File: config.mk
export PLATFORM = sky130hd
export DESIGN_NAME = sd_spi_rx_timing_flat
export DESIGN_NICKNAME = d
export VERILOG_FILES = /design/src/rtl/sd_spi_rx_timing_if.sv /design/src/rtl/sd_spi_rx_timing.sv /design/src/flat_wrapper.sv
export SDC_FILE = /design/constraint.sdc
export NUM_CORES = 1
export LEC_CHECK = 0
export ABC_AREA = 1
export CORE_MARGIN = 1.5
export CORE_UTILIZATION = 50
export DETAILED_ROUTE_END_ITERATION = 16
export GPL_TIMING_DRIVEN = 0
export HOLD_SLACK_MARGIN = 0.06
export PLACE_DENSITY = 0.7
export SYNTH_ARGS = -nofsm -noshare
export SYNTH_HDL_FRONTEND = slang
export SYNTH_SLANG_ARGS = --single-unit
File: constraint.sdc
create_clock -name clock -period 4 [get_ports clock]
set_clock_uncertainty 0.2 [all_clocks]
set_input_delay 0.4 -clock clock [delete_from_list [all_inputs] [get_ports clock]]
set_output_delay 0.4 -clock clock [all_outputs]
set_load 0.02 [all_outputs]
File: src/rtl/sd_spi_rx_timing_if.sv
// Start/busy handshake and receive-data bus between the SD SPI reader FSM
// and its timing/deserializer block.
interface sd_spi_rx_timing_if #(
  parameter int unsigned COUNTER_SIZE = 8,
  parameter int unsigned WORD_SIZE    = 8
);
  logic                    wait_start;
  logic [COUNTER_SIZE-1:0] wait_count_to;
  logic                    wait_busy;
  logic                    des_start;
  logic                    des_data_in;
  logic [WORD_SIZE-1:0]    des_data_out;
  logic                    des_busy;
  logic                    des_rco;

  modport master (
    output wait_start, wait_count_to, des_start, des_data_in,
    input  wait_busy, des_data_out, des_busy, des_rco
  );

  modport slave (
    input  wait_start, wait_count_to, des_start, des_data_in,
    output wait_busy, des_data_out, des_busy, des_rco
  );
endinterface

File: src/rtl/sd_spi_rx_timing.sv
// SCLK divider, SCLK-edge wait counter and MISO deserializer for the SD SPI
// reader, all on the fast clock so start pulses raise busy one clock later.
module sd_spi_rx_timing #(
  parameter int unsigned IN_FREQ      = 250,
  parameter int unsigned OUT_FREQ     = 2,
  parameter int unsigned COUNTER_SIZE = 8,
  parameter int unsigned DATA_LENGTH  = 4096,
  parameter int unsigned WORD_SIZE    = 8
) (
  input  logic              clock,
  input  logic              reset,
  output logic              sclk,
  sd_spi_rx_timing_if.slave bus
);
  localparam int unsigned HALF_RAW = IN_FREQ / (2 * OUT_FREQ);
  localparam int unsigned HALF     = (HALF_RAW > 0) ? HALF_RAW : 1;
  localparam int unsigned DIV_W    = (HALF > 1) ? $clog2(HALF) : 1;
  localparam int unsigned WAIT_W   = COUNTER_SIZE + 1;
  localparam int unsigned TOT_W    = $clog2(DATA_LENGTH + 1);
  localparam int unsigned WORD_W   = $clog2(WORD_SIZE + 1);

  typedef enum logic {ST_IDLE, ST_BUSY} run_state_e;

  logic [DIV_W-1:0]        div_cnt;
  logic                    rise_tick_c;

  run_state_e              wait_state, wait_state_nxt;
  logic [COUNTER_SIZE-1:0] wait_limit;
  logic [COUNTER_SIZE-1:0] wait_cnt;
  logic                    wait_hit_c;

  run_state_e              des_state, des_state_nxt;
  logic [WORD_SIZE-1:0]    des_shift;
  logic [WORD_SIZE-1:0]    des_shift_nxt_c;
  logic [WORD_W-1:0]       des_word;
  logic [WORD_W-1:0]       des_word_nxt_c;
  logic [TOT_W-1:0]        des_total;
  logic [TOT_W-1:0]        des_total_nxt_c;
  logic                    des_last_c;
  logic                    des_emit_c;
  logic [WORD_SIZE-1:0]    des_data_q;
  logic                    des_rco_q;

  // Free-running divider; sclk toggles every HALF clocks.
  always_ff @(posedge clock or negedge reset) begin
    if (!reset) begin
      div_cnt <= '0;
      sclk    <= 1'b0;
    end else if (div_cnt == DIV_W'(HALF - 1)) begin
      div_cnt <= '0;
      sclk    <= ~sclk;
    end else begin
      div_cnt <= div_cnt + DIV_W'(1);
    end
  end

  assign rise_tick_c = ~sclk & (div_cnt == DIV_W'(HALF - 1));

  // Next-state and datapath helpers for both engines.
  always_comb begin
    wait_state_nxt  = wait_state;
    des_state_nxt   = des_state;
    // Widened compare so a zero target completes on the first tick.
    wait_hit_c      = ({1'b0, wait_cnt} + WAIT_W'(1)) >= {1'b0, wait_limit};
    des_shift_nxt_c = {des_shift[WORD_SIZE-2:0], bus.des_data_in};
    des_word_nxt_c  = des_word + WORD_W'(1);
    des_total_nxt_c = des_total + TOT_W'(1);
    des_last_c      = (des_total_nxt_c == TOT_W'(DATA_LENGTH));
    des_emit_c      = (des_word_nxt_c == WORD_W'(WORD_SIZE)) || des_last_c;

    case (wait_state)
      ST_IDLE: if (bus.wait_start) wait_state_nxt = ST_BUSY;
      ST_BUSY: if (rise_tick_c && wait_hit_c) wait_state_nxt = ST_IDLE;
      default: wait_state_nxt = ST_IDLE;
    endcase

    case (des_state)
      ST_IDLE: if (bus.des_start) des_state_nxt = ST_BUSY;
      ST_BUSY: if (rise_tick_c && des_last_c) des_state_nxt = ST_IDLE;
      default: des_state_nxt = ST_IDLE;
    endcase
  end

  // Wait counter: ticks arriving in the start cycle are not counted.
  always_ff @(posedge clock or negedge reset) begin
    if (!reset) begin
      wait_state <= ST_IDLE;
      wait_limit <= '0;
      wait_cnt   <= '0;
    end else begin
      wait_state <= wait_state_nxt;
      if (wait_state == ST_IDLE && bus.wait_start) begin
        wait_limit <= bus.wait_count_to;
        wait_cnt   <= '0;
      end else if (wait_state == ST_BUSY && rise_tick_c) begin
        wait_cnt <= wait_cnt + COUNTER_SIZE'(1);
      end
    end
  end

  // Deserializer: MSB-first shift on each SCLK rise, emit on word or run end.
  always_ff @(posedge clock or negedge reset) begin
    if (!reset) begin
      des_state  <= ST_IDLE;
      des_shift  <= '0;
      des_word   <= '0;
      des_total  <= '0;
      des_data_q <= '0;
      des_rco_q  <= 1'b0;
    end else begin
      des_state <= des_state_nxt;
      des_rco_q <= 1'b0;
      if (des_state == ST_IDLE && bus.des_start) begin
        des_shift <= '0;
        des_word  <= '0;
        des_total <= '0;
      end else if (des_state == ST_BUSY && rise_tick_c) begin
        des_total <= des_total_nxt_c;
        if (des_emit_c) begin
          des_data_q <= des_shift_nxt_c;
          des_rco_q  <= 1'b1;
          des_word   <= '0;
          des_shift  <= '0;
        end else begin
          des_shift <= des_shift_nxt_c;
          des_word  <= des_word_nxt_c;
        end
      end
    end
  end

  assign bus.wait_busy    = (wait_state == ST_BUSY);
  assign bus.des_busy     = (des_state == ST_BUSY);
  assign bus.des_data_out = des_data_q;
  assign bus.des_rco      = des_rco_q;
endmodule

File: src/flat_wrapper.sv
// flat-port wrapper written by rule: the top's interface ports become plain ports
module sd_spi_rx_timing_flat 
#(
  parameter int unsigned IN_FREQ      = 250,
  parameter int unsigned OUT_FREQ     = 2,
  parameter int unsigned COUNTER_SIZE = 8,
  parameter int unsigned DATA_LENGTH  = 4096,
  parameter int unsigned WORD_SIZE    = 8
)
  (clock, reset, sclk, bus_wait_start, bus_wait_count_to, bus_des_start, bus_des_data_in, bus_wait_busy, bus_des_data_out, bus_des_busy, bus_des_rco);
  sd_spi_rx_timing_if #(.COUNTER_SIZE(COUNTER_SIZE), .WORD_SIZE(WORD_SIZE)) bus_i ();
  input  logic clock;
  input  logic reset;
  output logic sclk;
  input wire logic [$bits(bus_i.wait_start)-1:0] bus_wait_start;
  input wire logic [$bits(bus_i.wait_count_to)-1:0] bus_wait_count_to;
  input wire logic [$bits(bus_i.des_start)-1:0] bus_des_start;
  input wire logic [$bits(bus_i.des_data_in)-1:0] bus_des_data_in;
  output wire logic [$bits(bus_i.wait_busy)-1:0] bus_wait_busy;
  output wire logic [$bits(bus_i.des_data_out)-1:0] bus_des_data_out;
  output wire logic [$bits(bus_i.des_busy)-1:0] bus_des_busy;
  output wire logic [$bits(bus_i.des_rco)-1:0] bus_des_rco;
  assign bus_i.wait_start = bus_wait_start;
  assign bus_i.wait_count_to = bus_wait_count_to;
  assign bus_i.des_start = bus_des_start;
  assign bus_i.des_data_in = bus_des_data_in;
  assign bus_wait_busy = bus_i.wait_busy;
  assign bus_des_data_out = bus_i.des_data_out;
  assign bus_des_busy = bus_i.des_busy;
  assign bus_des_rco = bus_i.des_rco;
  sd_spi_rx_timing #(.IN_FREQ(IN_FREQ), .OUT_FREQ(OUT_FREQ), .COUNTER_SIZE(COUNTER_SIZE), .DATA_LENGTH(DATA_LENGTH), .WORD_SIZE(WORD_SIZE)) u_core (.clock(clock), .reset(reset), .sclk(sclk), .bus(bus_i));
endmodule
==> flow_summary_export.csv <==
group,metric,value,unit
logic_synthesis,yosys.area.top_type_share,46.83,%
clock_tree,clkLatencyLatePin,0.33,ns
pwr,worst_ir_drop_vdd,248.9,uV
detailed_routing,route.detailed.wl_per_inst,12.65,um
clock_tree,ctsHtreeMaxLevel,3,
detailed_routing,detail_route.wirelength,6070,um
detailed_routing,number_of_nets_still_failing_antenna_checks_after_routing,0,
logic_synthesis,post_synth_inst_count,363,
logic_synthesis,ys_types,32,
timing,postLayoutSetupSlackWorst,1.460,ns
detailed_routing,drt_pre_antenna_iters,5,
floorplan,die-width,81.73,um
clock_tree,tritoncts_clock_tree,"built",
global_route,globalRouteMet1Util,27.92,%
global_route,grt_util_met2,34.34,%
run,timing.max_cap.violations,0,
min_path,min_to,"u_core.bus.des_data_out[1]",
timing,post-route-min-period,2.540,ns
worst_setup_path,r2r_slack,1.46,ns
floorplan,area_of_the_die,0.006680,mm^2
global_route,grt_most_used_layer,"met2",
logic_synthesis,post_synth_top_area_cell,"sky130_fd_sc_hd__dfrtp_1",
clock_tree,clock_tree.buffer_depth,2,
floorplan,core.rowCount,28,
layout,stdcell_count,480,
global_route,first_global_vias,2436,
worst_setup_path,timing.reg2reg.worst_path_depth,11,
timing,final-max-slew-violation-count,0,
worst_setup_path,worst-endpoint-required,4.01,ns
layout,final_non_filler_cell_area,0.003645,mm^2
timing,tns,0,ns
worst_setup_path,regToRegEndpoint,"u_core.bus.wait_busy",
timing,max_slew_margin,54.95,%
timing,report.final.setup_viol,0,
clock_tree,post_cts_buffers,0,
worst_setup_path,start_to_end_type_of_the_worst_setup_path,"reg -> reg",
timing,timing_worst_slew_pin_value,0.6758,ns
layout,mostFrequentLayoutCell,"sky130_fd_sc_hd__nand2_1",
layout,nets,427,
worst_setup_path,max_stage_delay,0.43,ns
worst_setup_path,critical_path.top_delay_family,"simple AND/OR/NAND/NOR gates",
timing,hold_viol,0,
global_route,number_of_antenna_violations_at_the_first_check_in_global_routing,0,
logic_synthesis,syn_area,0.003099,mm^2
logic_synthesis,synth-seq-area-share,46.83,%
clock_tree,clkSinkCount,58,
worst_setup_path,crit_buf_inv,1,
place,detailed_place_hpwl,4452,um
logic_synthesis,post_synth.cell_area_avg,8.538,um^2
min_path,class_of_the_worst_hold_path,"reg -> reg",
worst_setup_path,crit_start_category,"register",
floorplan,initial_utilization,52.04,%
detailed_routing,via_count,2417,
place,finalWeightedCongestion,0.8322,
clock_tree,clock_buffer_count_from_cts,9,
place,portbufs,24,
clock_tree,post_cts_resized,0,
logic_synthesis,yosysWarnings,0,
global_route,grt_max_degree,31,
clock_tree,clk_pin_slew,0.06,ns
worst_setup_path,critPathCaptureType,"register",
min_path,hold_path.startpoint,"u_core.bus.des_data_out[1]",
layout,final_core_utilization,61.20,%
global_route,grt_use_total,21.29,%
floorplan,io-pin-count,25,
pwr,cellLeakagePower,1.792,nW
detailed_routing,detail_route.drc_violations,0,
outcome,status,"complete, no violations",
global_route,grt_remaining_overflow,0,
timing,worst_hold_slack,0.2705,ns
worst_setup_path,timing.rr.start,"u_core.wait_cnt[0]",
place,postPlaceCellArea,0.003448,mm^2
place,dp_slack,1.482,ns
detailed_routing,initialDrtViolationCount,71,
worst_setup_path,cpMaxStageDelayCell,"sky130_fd_sc_hd__dfrtp_1",
timing,setup_repair_after_global_routing_missed_its_margin,"no",
worst_setup_path,cp_max_fo,5,
pwr,power_density,351.3,mW/mm^2
global_route,grtUsageMet3,5.000,%
detailed_routing,via_per_inst,5.035,
layout,antenna-diode-count,0,
timing,clock.fmax,393.7,MHz
layout,synthToLayoutAreaGrowth,17.60,%
floorplan,y_dimension_of_the_die,81.73,um
pwr,power.total,1.280,mW
logic_synthesis,ys_ff_latch,58,
worst_setup_path,crit_path_cell_trace,"ha_1, nand2_1, nor2_1, nand3_1, xor2_1, inv_1, ha_1, nand4_1, a211o_1, nand3_1, a21oi_1",
min_path,whs_path_depth,2,
floorplan,placeableCoreArea,0.005956,mm^2
timing,layout_worst_path_cycle_share,63.51,%
layout,most-common-layout-cells,"sky130_fd_sc_hd__nand2_1, sky130_fd_sc_hd__dfrtp_1, sky130_fd_sc_hd__inv_1, sky130_fd_sc_hd__nor2_1, sky130_fd_sc_hd__clkdlybuf4s50_1",
clock_tree,clk_root_buffer_cell,"sky130_fd_sc_hd__clkbuf_8",
logic_synthesis,synthTopCellsByArea,"sky130_fd_sc_hd__dfrtp_1, sky130_fd_sc_hd__nand2_1, sky130_fd_sc_hd__ha_1, sky130_fd_sc_hd__inv_1, sky130_fd_sc_hd__nor2_1",
worst_setup_path,critical_path_arrival,2.55,ns
clock_tree,cts.hold.buffers_added,1,
worst_setup_path,critical_path_depth,11,
layout,post_route_cells_drive_above_1_share,13.58,%
logic_synthesis,synth_fp_nets,390,
global_route,grt_pass1_wl,10750,um
place,dpl.cell_count,463,
[worst max-delay path by stage]
stage	end	startpoint	slack (ns)
after floorplan	u_core.bus.wait_busy	u_core.wait_cnt[0]	1.74
after global placement	u_core.bus.des_data_out[0]	reset	0.49
after detailed placement	u_core.bus.wait_busy	u_core.wait_cnt[0]	1.48
after CTS	u_core.bus.wait_busy	u_core.wait_cnt[0]	1.44
after global routing	u_core.bus.wait_busy	u_core.wait_cnt[0]	1.17
final	u_core.bus.wait_busy	u_core.wait_cnt[0]	1.46
[where the power goes]
part           leakage, nW  total (mW)  switching [mW]  internal [mW]
combinational        0.993       0.123          0.0703         0.0528
clock               0.0893       0.517           0.232          0.286
sequential           0.709       0.640          0.0240          0.616
[kinds of logic (layout without fill, tap and decap cells)]
group                    count (synthesis)  count (layout)  synth area share [%]
AND/OR/NAND/NOR                        176             176                 27.25
flip-flops                              58              58                 46.83
buffers and inverters                   54              96                 7.266
AO/OA/AOI/OAI                           51              51                 10.09
adder cells (fa/ha/maj)                 14              14                 5.652
XOR/XNOR                                 9               9                 2.544
multiplexers                             1               1                0.3633
[tightest hold or removal path, stage by stage, from the launching register on]
cell and delay, ns:
sky130_fd_sc_hd__dfrtp_1 0.34, sky130_fd_sc_hd__nand2_1 0.05, sky130_fd_sc_hd__nand2_1 0.05
[layer usage]
metal | wire, um | vias up
met5 | 0 | -
met1 | 2926 | 1128
li1 | - | 1258
met2 | 2913 | 24
met3 | 174 | 7
met4 | 56 | 0
[cell type report]
class	instances	area, um^2
Sequential cell	58	1451
Clock buffer	11	131.4
Tap cell	75	93.84
Multi-Input combinational cell	251	1423
Inverter	48	180.2
Clock inverter	5	55.05
Buffer	6	45.04
Fill cell	534	2311
Timing Repair Buffer	26	265.3
[synthesized netlist by cell type]
library cell and number:
sky130_fd_sc_hd__buf_2 3, sky130_fd_sc_hd__nand3_1 16, sky130_fd_sc_hd__inv_2 8, sky130_fd_sc_hd__buf_6 1, sky130_fd_sc_hd__xor2_1 9, sky130_fd_sc_hd__o21ai_0 11, sky130_fd_sc_hd__nor2_4 4, sky130_fd_sc_hd__nand3_2 8
sky130_fd_sc_hd__o22ai_2 2, sky130_fd_sc_hd__ha_1 14, sky130_fd_sc_hd__nor3_1 3, sky130_fd_sc_hd__a31oi_1 1, sky130_fd_sc_hd__nor2_2 4, sky130_fd_sc_hd__mux2_2 1, sky130_fd_sc_hd__o21ai_1 5, sky130_fd_sc_hd__buf_8 1
sky130_fd_sc_hd__a21oi_1 13, sky130_fd_sc_hd__nand2_2 4, sky130_fd_sc_hd__inv_1 39, sky130_fd_sc_hd__o22ai_1 11, sky130_fd_sc_hd__o21a_1 2, sky130_fd_sc_hd__nand3b_1 1, sky130_fd_sc_hd__nand2_1 95, sky130_fd_sc_hd__nor2_1 28
sky130_fd_sc_hd__clkbuf_1 1, sky130_fd_sc_hd__nand4_1 10, sky130_fd_sc_hd__a211o_1 1, sky130_fd_sc_hd__nor2_8 1, sky130_fd_sc_hd__dfrtp_1 58, sky130_fd_sc_hd__nand2_4 2, sky130_fd_sc_hd__clkinv_1 1, sky130_fd_sc_hd__a22o_1 5
[state kept, by name (all words and copies together) (netlist names)]
name and count:
u_core.wait_cnt 8, u_core.wait_limit 8, u_core.des_word 4, u_core.div_cnt 6, u_core.des_total 13, u_core.bus.wait_busy 1
u_core.sclk 1, u_core.des_shift 7, u_core.bus.des_rco 1, u_core.bus.des_data_out 8, u_core.bus.des_busy 1
No activity file was read; power rests on OpenSTA's default activity.
